## config.mk

```make
export PLATFORM = sky130hd
export DESIGN_NAME = audio_scheduler
export DESIGN_NICKNAME = d
export VERILOG_FILES = /design/src/rtl/audio_scheduler_pkg.sv /design/src/rtl/audio_scheduler_ms_tick.sv /design/src/rtl/audio_scheduler.sv
export SDC_FILE = /design/constraint.sdc
export NUM_CORES = 1
export LEC_CHECK = 0
export BUFFER_PORTS_ARGS = -buffer_cell sky130_fd_sc_hd__buf_4
export CORE_ASPECT_RATIO = 0.8
export CORE_UTILIZATION = 25
export CTS_CLUSTER_DIAMETER = 120
export CTS_CLUSTER_SIZE = 28
export DETAILED_ROUTE_END_ITERATION = 16
export PLACE_DENSITY = 0.41
export RECOVER_POWER = 50
export SLEW_MARGIN = 15
export SYNTH_ARGS = -nofsm -noshare
export SYNTH_HDL_FRONTEND = slang
export SYNTH_SLANG_ARGS = --single-unit
```

## constraint.sdc

```tcl
create_clock -name clk -period 4.45 [get_ports clk]
set_input_delay 0.6675 -clock clk [delete_from_list [all_inputs] [get_ports clk]]
set_output_delay 0.6675 -clock clk [all_outputs]
set_load 0.005 [all_outputs]
```

## src/rtl/audio_scheduler_pkg.sv

```systemverilog
// Shared game package: presente encodings, track IDs, audio FSM states
// and the small decode helpers used by the audio scheduler.
package audio_scheduler_pkg;

    typedef enum logic [3:0] {
        PRES_APAGADO   = 4'd0,
        PRES_HOLA      = 4'd1,
        PRES_PERSONAJE = 4'd2,
        PRES_JUEGO     = 4'd3,
        PRES_GP        = 4'd4,
        PRES_YN        = 4'd5
    } presente_e;

    typedef enum logic [2:0] {
        TRK_NONE  = 3'd0,
        TRK_INTRO = 3'd1,
        TRK_GAME  = 3'd2,
        TRK_WIN   = 3'd3,
        TRK_LOSE  = 3'd4
    } track_e;

    typedef enum logic [1:0] {
        ST_SILENT = 2'd0,
        ST_GAP    = 2'd1,
        ST_PLAY   = 2'd2,
        ST_SFX    = 2'd3
    } aud_state_e;

    localparam logic [1:0] VD_DEFEAT  = 2'd1;
    localparam logic [1:0] VD_VICTORY = 2'd2;

    // Track that the current game state wants to hear.
    function automatic track_e target_track(input logic [3:0] presente,
                                            input logic [1:0] v_d);
        track_e t;
        t = TRK_NONE;
        case (presente)
            PRES_HOLA, PRES_PERSONAJE: t = TRK_INTRO;
            PRES_JUEGO:                t = TRK_GAME;
            PRES_GP: begin
                if (v_d == VD_VICTORY)     t = TRK_WIN;
                else if (v_d == VD_DEFEAT) t = TRK_LOSE;
            end
            default:                   t = TRK_NONE;
        endcase
        return t;
    endfunction

    // Index of the highest set request bit (bit2 has highest priority).
    function automatic logic [1:0] sfx_top(input logic [2:0] req);
        logic [1:0] idx;
        idx = 2'd0;
        if (req[2])      idx = 2'd2;
        else if (req[1]) idx = 2'd1;
        return idx;
    endfunction

endpackage

```

## src/rtl/audio_scheduler_ms_tick.sv

```systemverilog
// Millisecond timebase: one-cycle tick every CLK_HZ/1000 cycles,
// realigned to zero whenever restart is asserted.
module audio_ms_tick #(
    parameter int unsigned CLK_HZ = 25000000
) (
    input  logic clk,
    input  logic reset,
    input  logic restart,
    output logic tick
);

    localparam int unsigned DIV = CLK_HZ / 1000;
    localparam int unsigned CW  = (DIV > 1) ? $clog2(DIV) : 1;

    logic [CW-1:0] cnt;

    assign tick = (cnt == CW'(DIV - 1));

    // Cycle counter wrapping at DIV-1; restart forces a fresh ms period.
    always_ff @(posedge clk) begin
        if (reset || restart) begin
            cnt <= '0;
        end else if (tick) begin
            cnt <= '0;
        end else begin
            cnt <= cnt + 1'b1;
        end
    end

endmodule

```

## src/rtl/audio_scheduler.sv

```systemverilog
// Audio scheduler: picks the background track for the game state,
// inserts a silence gap before each new track and overlays short
// prioritised sound effects on top of the playing track.
module audio_scheduler #(
    parameter int unsigned CLK_HZ = 25000000,
    parameter int unsigned GAP_MS = 50,
    parameter int unsigned SFX_MS = 200
) (
    input  logic       clk,
    input  logic       reset,
    input  logic [3:0] presente,
    input  logic [1:0] v_d,
    input  logic [2:0] sfx_req,
    input  logic [3:0] muic,
    input  logic [2:0] sfx_tone,
    output logic [2:0] track_sel,
    output logic       play_en,
    output logic       sfx_en,
    output logic [1:0] sfx_sel,
    output logic       musica
);

    import audio_scheduler_pkg::*;

    localparam int unsigned MS_MAX = (GAP_MS > SFX_MS) ? GAP_MS : SFX_MS;
    localparam int unsigned MS_W   = $clog2(MS_MAX + 1);

    aud_state_e      state, state_n;
    track_e          track_q, track_n, target;
    logic [1:0]      sel_n;
    logic [MS_W-1:0] ms_cnt, ms_n;
    logic            restart, tick, musica_n;

    assign track_sel = track_q;

    audio_ms_tick #(.CLK_HZ(CLK_HZ)) u_ms_tick (
        .clk    (clk),
        .reset  (reset),
        .restart(restart),
        .tick   (tick)
    );

    // Next-state decode; restart marks every state entry or timing reload.
    always_comb begin
        target   = target_track(presente, v_d);
        state_n  = state;
        track_n  = track_q;
        sel_n    = sfx_sel;
        restart  = 1'b0;
        musica_n = 1'b0;
        case (state)
            ST_SILENT: begin
                if (target != TRK_NONE) begin
                    state_n = ST_GAP;
                    track_n = target;
                    restart = 1'b1;
                end
            end
            ST_GAP: begin
                if (target == TRK_NONE) begin
                    state_n = ST_SILENT;
                    track_n = TRK_NONE;
                    restart = 1'b1;
                end else if (target != track_q) begin
                    track_n = target;
                    restart = 1'b1;
                end else if (tick && ms_cnt == MS_W'(GAP_MS - 1)) begin
                    state_n = ST_PLAY;
                    restart = 1'b1;
                end
            end
            ST_PLAY: begin
                musica_n = muic[2'(track_q - 3'd1)];
                // Track change outranks a same-cycle effect request.
                if (target != track_q) begin
                    state_n = (target == TRK_NONE) ? ST_SILENT : ST_GAP;
                    track_n = target;
                    restart = 1'b1;
                end else if (sfx_req != '0) begin
                    state_n = ST_SFX;
                    sel_n   = sfx_top(sfx_req);
                    restart = 1'b1;
                end
            end
            ST_SFX: begin
                musica_n = sfx_tone[sfx_sel];
                if (target != track_q) begin
                    state_n = (target == TRK_NONE) ? ST_SILENT : ST_GAP;
                    track_n = target;
                    restart = 1'b1;
                end else if (sfx_req != '0 && sfx_top(sfx_req) > sfx_sel) begin
                    sel_n   = sfx_top(sfx_req);
                    restart = 1'b1;
                end else if (tick && ms_cnt == MS_W'(SFX_MS - 1)) begin
                    state_n = ST_PLAY;
                    restart = 1'b1;
                end
            end
            default: begin
                state_n = ST_SILENT;
                track_n = TRK_NONE;
                restart = 1'b1;
            end
        endcase
        if (restart)   ms_n = '0;
        else if (tick) ms_n = ms_cnt + 1'b1;
        else           ms_n = ms_cnt;
    end

    // State, ms count and all outputs registered together.
    always_ff @(posedge clk) begin
        if (reset) begin
            state   <= ST_SILENT;
            track_q <= TRK_NONE;
            sfx_sel <= '0;
            ms_cnt  <= '0;
            play_en <= 1'b0;
            sfx_en  <= 1'b0;
            musica  <= 1'b0;
        end else begin
            state   <= state_n;
            track_q <= track_n;
            sfx_sel <= sel_n;
            ms_cnt  <= ms_n;
            play_en <= (state_n == ST_PLAY) || (state_n == ST_SFX);
            sfx_en  <= (state_n == ST_SFX);
            musica  <= musica_n;
        end
    end

endmodule

```

==> run metrics, run 1 <==
run status complete, no violations; initial antenna violation count 0; Arrival @ worst endpoint between 2 and 3 ns; CP endpoint kind register; Layout area overhead 18.7%; drt via density 4.81; Layout Skew 0.00456 ns; uppermost routed layer met4; Yosys cell types 50; Worst Setup EP u_ms_tick.cnt[4]$_SDFF_PP0_; CTS Buf Count 5; synthesized area per cell roughly 9 um^2; CP max stage delay 0.46 ns; GPL Wtd Cong roughly 0.7; Yosys reg bits 32; Syn. warnings 0; Initial Util between 20% and 30%; fillers 762; Mapped Cells 198; clk slew on worst S/H paths 0.07 ns; die area about 0.0075 mm^2; worst vdd ir approximately 93 uV; WHS Path Cells 1; unrepaired setup endpoints after global routing no; TNS Setup 0 ns; Worst Tran Pin Value 0.806 ns; number of top-level pins 26; Worst Path Required 4.64 ns; WS Path Type primary input to register; met3 WL 84 um; Final Cycle Share between 50 and 60%; Mapped Nets between 200 and 250; worst path cell trace clkbuf_1, nor3b_1, a32oi_1, xnor2_1, nor4b_4, o21ai_2, buf_4, a211oi_1; WL met2 between 1 and 1.5 mm; pwr dens 276 mW/mm^2; DP Area 0.00206 mm^2; sequential area share after synthesis 35.8%; I/O Buffers 25; crit path max fanout 15; diodes inserted 0; TritonCTS clock tree yes; vias in the first global route 1448; met1 wire length approximately 2.3 mm; Pre-Repair DR Iteration Count 4; largest net degree at the start of global routing 24; vias 1490; ys flop type dfxtp_1; nets@finish around 250; R2R Setup Slk 1.90 ns; worst reg2reg endpoint ms_cnt[2]$_SDFFE_PP0P_; Worst Reg-to-Reg Cells 8; Total GRT Usage 11.3%; Max clock buf depth 2; post-CTS setup buffer count 0; Slew HR 46.2%; post-synthesis cell area 0.00179 mm^2; Hold Buf Count CTS 0; Die Span X 96.6 um; Critical Path Source Type primary input; max-slew violations 0; post-route design area 0.00213 mm^2; WL final between 3 and 4 mm; post-synthesis async set-or-reset flop share 0%; Cells after DPL about 300; Die Ht between 70 and 80 um; DRC 0; total grt overflow 0; maximum clock rate 392 MHz; Setup Viol. Count Final 0; number of synthesized flops with an enable pin 0; share of cells above drive strength 1 17.9%; DPL Wire Length 2.87 mm; Finished Layout Cells 310; Rows 27; worst hold path class register to register; first-pass GRT wire length 6.98 mm; Slowest-stage cell, CP nor4b_4; CTS resizes 0; CTS sink cnt 32; Final Hold Viols 0; clk root buf clkbuf_8; MaxCap Viol Count 0; htree depth 2; Skew-Pair Late Insertion Delay around 0.28 ns; WL per Instance roughly 12 um; worst hold slack 0.483 ns; Tmin final 2.55 ns; area of the core 0.00689 mm^2; DRT antenna net count 0; RR Startpoint u_ms_tick.cnt[11]$_SDFF_PP0_; DR iter-0 viols 40; leak pwr 0.695 nW; Worst Setup SP presente[1]
## cell type report
class | instances | area, um^2 | share of cell area [%]
multi-input combinational | 147 | 1050 | 49.4
sequential | 32 | 641 | 30.1
timing repair buffer | 27 | 199 | 9.36
tap | 87 | 109 | 5.12
clock buffer | 6 | 82.6 | 3.88
inverter | 9 | 33.8 | 1.59
clock inverter | 2 | 10.0 | 0.471
## sequential cells by signal, indices dropped and copies added, names as in the netlist
name	cells
ms_cnt	8
musica	1
play_en	1
sfx_en	1
sfx_sel	2
state	1
track_sel	3
u_ms_tick.cnt	15
## kinds of logic (layout without fill, tap and decap cells)
kind of cell	after synthesis	count (layout)	synth area share (%)
buf+inv	19	44	4.33
flops	32	32	35.8
simple gates	65	65	21.5
fa+ha+maj	5	5	3.49
mux	2	2	1.82
xor+xnor	24	24	11.7
compound gates	51	51	21.4
## per-stage QoR
stage	utilization, %	power, mW	worst slack, ns
2_1_floorplan	-	0.343	2.20
3_3_place_gp	29.9	0.368	1.68
3_5_place_dp	29.9	0.368	1.68
4_1_cts	31.2	0.599	1.83
5_1_grt	30.8	0.621	1.55
6_report	30.8	0.588	1.90
## worst min-delay path by stage
stage / slack [ns] / to / from
after global placement: 0.48 / u_ms_tick.cnt[0]$_SDFF_PP0_ / u_ms_tick.cnt[0]$_SDFF_PP0_
after global routing: 0.53 / u_ms_tick.cnt[0]$_SDFF_PP0_ / u_ms_tick.cnt[0]$_SDFF_PP0_
after detailed placement: 0.48 / u_ms_tick.cnt[0]$_SDFF_PP0_ / u_ms_tick.cnt[0]$_SDFF_PP0_
after floorplan: 0.44 / u_ms_tick.cnt[0]$_SDFF_PP0_ / u_ms_tick.cnt[0]$_SDFF_PP0_
after CTS: 0.49 / u_ms_tick.cnt[0]$_SDFF_PP0_ / u_ms_tick.cnt[0]$_SDFF_PP0_
final: 0.48 / u_ms_tick.cnt[0]$_SDFF_PP0_ / u_ms_tick.cnt[0]$_SDFF_PP0_
## where the power goes
group / switching, mW / internal (mW) / total (mW)
registers: 0.00539 / 0.290 / 0.296
clock network: 0.106 / 0.123 / 0.229
logic: 0.0346 / 0.0285 / 0.0630
total: 0.146 / 0.442 / 0.588
## worst max-delay path: cells and delay by family
| family | cells | cell delay (ns) |
|---|---|---|
| buffers and inverters | 2 | 0.35 |
| and+or+nand+nor | 2 | 0.83 |
| AOI/OAI and AO/OA | 3 | 0.67 |
| xor gates and xnor gates | 1 | 0.21 |
## metal layers
metal,vias up,global-route usage (%)
met4,0,3.58
met1,685,17.5
met3,4,2.43
li1,783,-
met2,18,15.1
met5,-,0
## cell usage in the layout (no fill, tap or decap), drive strengths merged, types with 3 or more instances in the layout
master,count
nor2b,4
o21ai,7
ha,5
nor4,3
nand4,4
a211oi,23
xnor2,13
nor2,8
nand2,13
buf,18
nor3,7
a21oi,5
nand3,9
inv,9
clkbuf,15
dfxtp,32
xor2,11
## synthesized netlist by cell type (all sizes together) (3+ instances only)
library cell  count  share of area, %
inv               9               1.9
nand4             4               1.4
a211oi           23                10
a21oi             5               1.4
buf               3              0.98
nor2b             4               1.4
clkbuf            7               1.5
nor4              3               1.4
nor2              8               1.7
xnor2            13               6.4
dfxtp            32                36
nand3             9               2.5
ha                5               3.5
o21ai             7               2.2
nor3              7               2.0
nand2            13               2.7
xor2             11               5.4
Power figures use the tool's default switching activity.
==> inputs of run 2 (changes only) <==
==> constraint.sdc (replaced) <==
create_clock -name clk -period 2.6 [get_ports clk]
set_input_delay 0.39 -clock clk [delete_from_list [all_inputs] [get_ports clk]]
set_output_delay 0.39 -clock clk [all_outputs]
set_load 0.005 [all_outputs]
==> run 2 against run 1 <==
Compared with the run above: global-route usage grew 1.1 points; via count is 6.1% higher; clock skew about the same; utilization is 2.4 points higher; register-to-register slack worse by 1.7 ns; clock-buffer cell count grew 2; hold slack worse by 0.034 ns; setup slack lost 1.7 ns; die area unchanged; non-clock buffer count rose by 17; largest cell class unchanged.
==> run metrics, run 2 (synthesis gave the netlist of run 1 again) <==
run status complete, no violations; diodes inserted 0 (unchanged); share of cells above drive strength 1 25.3% (+7.4 points); Max clock buf depth 2 (unchanged); Initial Util 26.0% (unchanged); I/O Buffers 25 (unchanged); crit path max fanout 4 (-11); Critical Path Source Type register; DRT antenna net count 0 (unchanged); vias in the first global route 1594 (+10%); unrepaired setup endpoints after global routing no; Clock power frac 38.1% (-0.9 points); pwr dens 448 mW/mm^2 (+62%); CP endpoint kind register; Layout area overhead 28.0%; post-route design area 0.00229 mm^2 (+7.8%); CP delay by family, top simple AND/OR/NAND/NOR gates; final setup margin 0.210 ns (-1.69 ns); WS Path Type register to register; area of the core 0.00689 mm^2 (unchanged); TritonCTS clock tree yes; Worst Reg-to-Reg Cells 8 (unchanged); Layout Skew 0.00474 ns (+0.000180 ns); Net Sw Frac 24.8% (about the same); CTS Buf Count 5 (unchanged); Most flops, register u_ms_tick.cnt; Worst Tran Pin Value 0.754 ns (-0.0528 ns); worst vdd ir 169 uV (+81%); P_int 0.773 mW (+75%); vias 1581 (+6.1%); CP max stage delay 0.52 ns (+0.06 ns); total power 1.03 mW (+75%); max-slew violations 0 (unchanged); WL per Instance 13.4 um (+7.3%); most frequent cells in the layout 35 x buf_4, 32 x dfxtp_1, 21 x a211oi_1; Final Hold Viols 0 (unchanged); DR iter-0 viols 70 (+75%); area occupied by multi-input gates 0.00109 mm^2 (+3.5%); Tmin final approximately 2.4 ns; total net switching power 0.255 mW (+75%); final core occ 33.2% (+2.4 points); htree depth 2 (unchanged); worst path cell trace or4b_1, nor4_1, buf_4, and4_1, buf_4, o21ai_0, a221oi_1, nor2b_1; nets@finish 263 (+7.3%); Slew HR 49.6% (+3.4 points); register area 641 um^2 (unchanged); max FFs per register 15 (unchanged); clk root buf clkbuf_8; maximum clock rate 418 MHz; Slowest-stage cell, CP or4b_1; Setup Viol. Count Final 0 (unchanged); drt via density 4.82 (+0.28%); Comb pwr share 12.7% (+2.0 points); Die Span X 96.6 um (unchanged); die area 0.00751 mm^2 (unchanged); WL final 4.40 mm (+14%); most common cell after layout, fill and taps aside buf_4; initial antenna violation count 0 (unchanged); DP Area 0.00219 mm^2 (+6.2%); Worst Path Required 2.75 ns (-1.89 ns); total grt overflow 0 (unchanged); Rows 27 (unchanged); Pre-Repair DR Iteration Count 4 (unchanged); WHS Path Cells 3 (+2); clk slew on worst S/H paths 0.06 ns (about the same); Worst path depth 8 (unchanged); Final Cycle Share 91.9%; CTS sink cnt 32 (unchanged); Place WS -0.251 ns (-1.93 ns); Skew-Pair Late Insertion Delay 0.28 ns (about the same); worst hold path class primary input to register; DRC 0 (unchanged); Worst Path Buf+Inv 2 (unchanged); Arrival @ worst endpoint 2.54 ns (-0.20 ns); MaxCap Viol Count 0 (unchanged); DPL Wire Length 3.02 mm (+5.2%); GPL Wtd Cong 0.730 (+4.9%); fillers 764 (+0.26%); CP most frequent cell buf_4; largest net degree at the start of global routing 24 (unchanged); Total GRT Usage 12.5% (+1.1 points); Die Ht 77.7 um (unchanged); number of top-level pins 26 (unchanged); first-pass GRT wire length 7.65 mm (+9.6%); Seq pwr share 49.2% (-1.1 points); leak pwr 0.781 nW (+12%)
==> run 2: changes by cell type in the layout (fill, tap and decap cells not counted), sizes merged <==
| cell | delta |
|---|---|
| buf | +17 |
| clkbuf | +2 |
| clkinv | -2 |
| o21ai | +1 |
==> run 2: layer usage <==
metal	wire length [um]	global-route usage [%]
met5	0	0
met2	1780	17.8
met1	2480	18.3
met4	15	4.03
met3	127	2.70
==> run 2: timing repair <==
item                                    CTS  global route
resized for setup                         1             3
cloned                                    0             1
hold buffers                              0             0
pin swaps                                 0             1
setup buffers                             0             0
endpoints found under the hold margin     0             0
endpoints found under the setup margin   23            23
==> run 2: final cells by class <==
cell class / instances / area share (%)
multi-input combinational: 148 / 47.5
tap: 87 / 4.75
clock buffer: 8 / 3.93
timing repair buffer: 44 / 14.4
sequential: 32 / 28.0
inverter: 9 / 1.47
==> run 2: path summary, 6_finish.rpt <==
| kind | endpoint | slack [ns] | from |
|---|---|---|---|
| hold / removal | sfx_sel[1]$_SDFFE_PP0P_ | 0.45 | sfx_req[0] |
| setup reg to reg | sfx_en$_SDFF_PP0_ | 0.21 | u_ms_tick.cnt[10]$_SDFF_PP0_ |
| setup / recovery | sfx_en$_SDFF_PP0_ | 0.21 | u_ms_tick.cnt[10]$_SDFF_PP0_ |
| hold reg to reg | track_sel[2]$_SDFFE_PP0P_ | 0.49 | track_sel[2]$_SDFFE_PP0P_ |
==> run 2: power groups by stage <==
stage | registers (mW) | logic (mW) | clock network (mW)
global placement | 0.516 | 0.130 | 0
finish | 0.506 | 0.130 | 0.392
global route | 0.506 | 0.145 | 0.436
detailed placement | 0.516 | 0.130 | 0
CTS | 0.505 | 0.132 | 0.412
floorplan | 0.513 | 0.0737 | 0
==> run 2: metrics by stage <==
| stage | hold WS [ns] | TNS (ns) | instances |
|---|---|---|---|
| finish | 0.449 | 0 | 328 |
| global route | 0.460 | 0 | 328 |
| CTS | 0.436 | 0 | 327 |
| detailed placement | 0.484 | -5.41 | 319 |
| global placement | 0.484 | -5.72 | 319 |
| floorplan | 0.440 | 0 | 198 |
==> run 2: worst reg2reg max path: cells and delay by family (launching register included) <==
kind	cells	cell delay, ns
buf+inv	2	0.32
compound gates	2	0.43
flops	1	0.34
simple gates	4	1.19
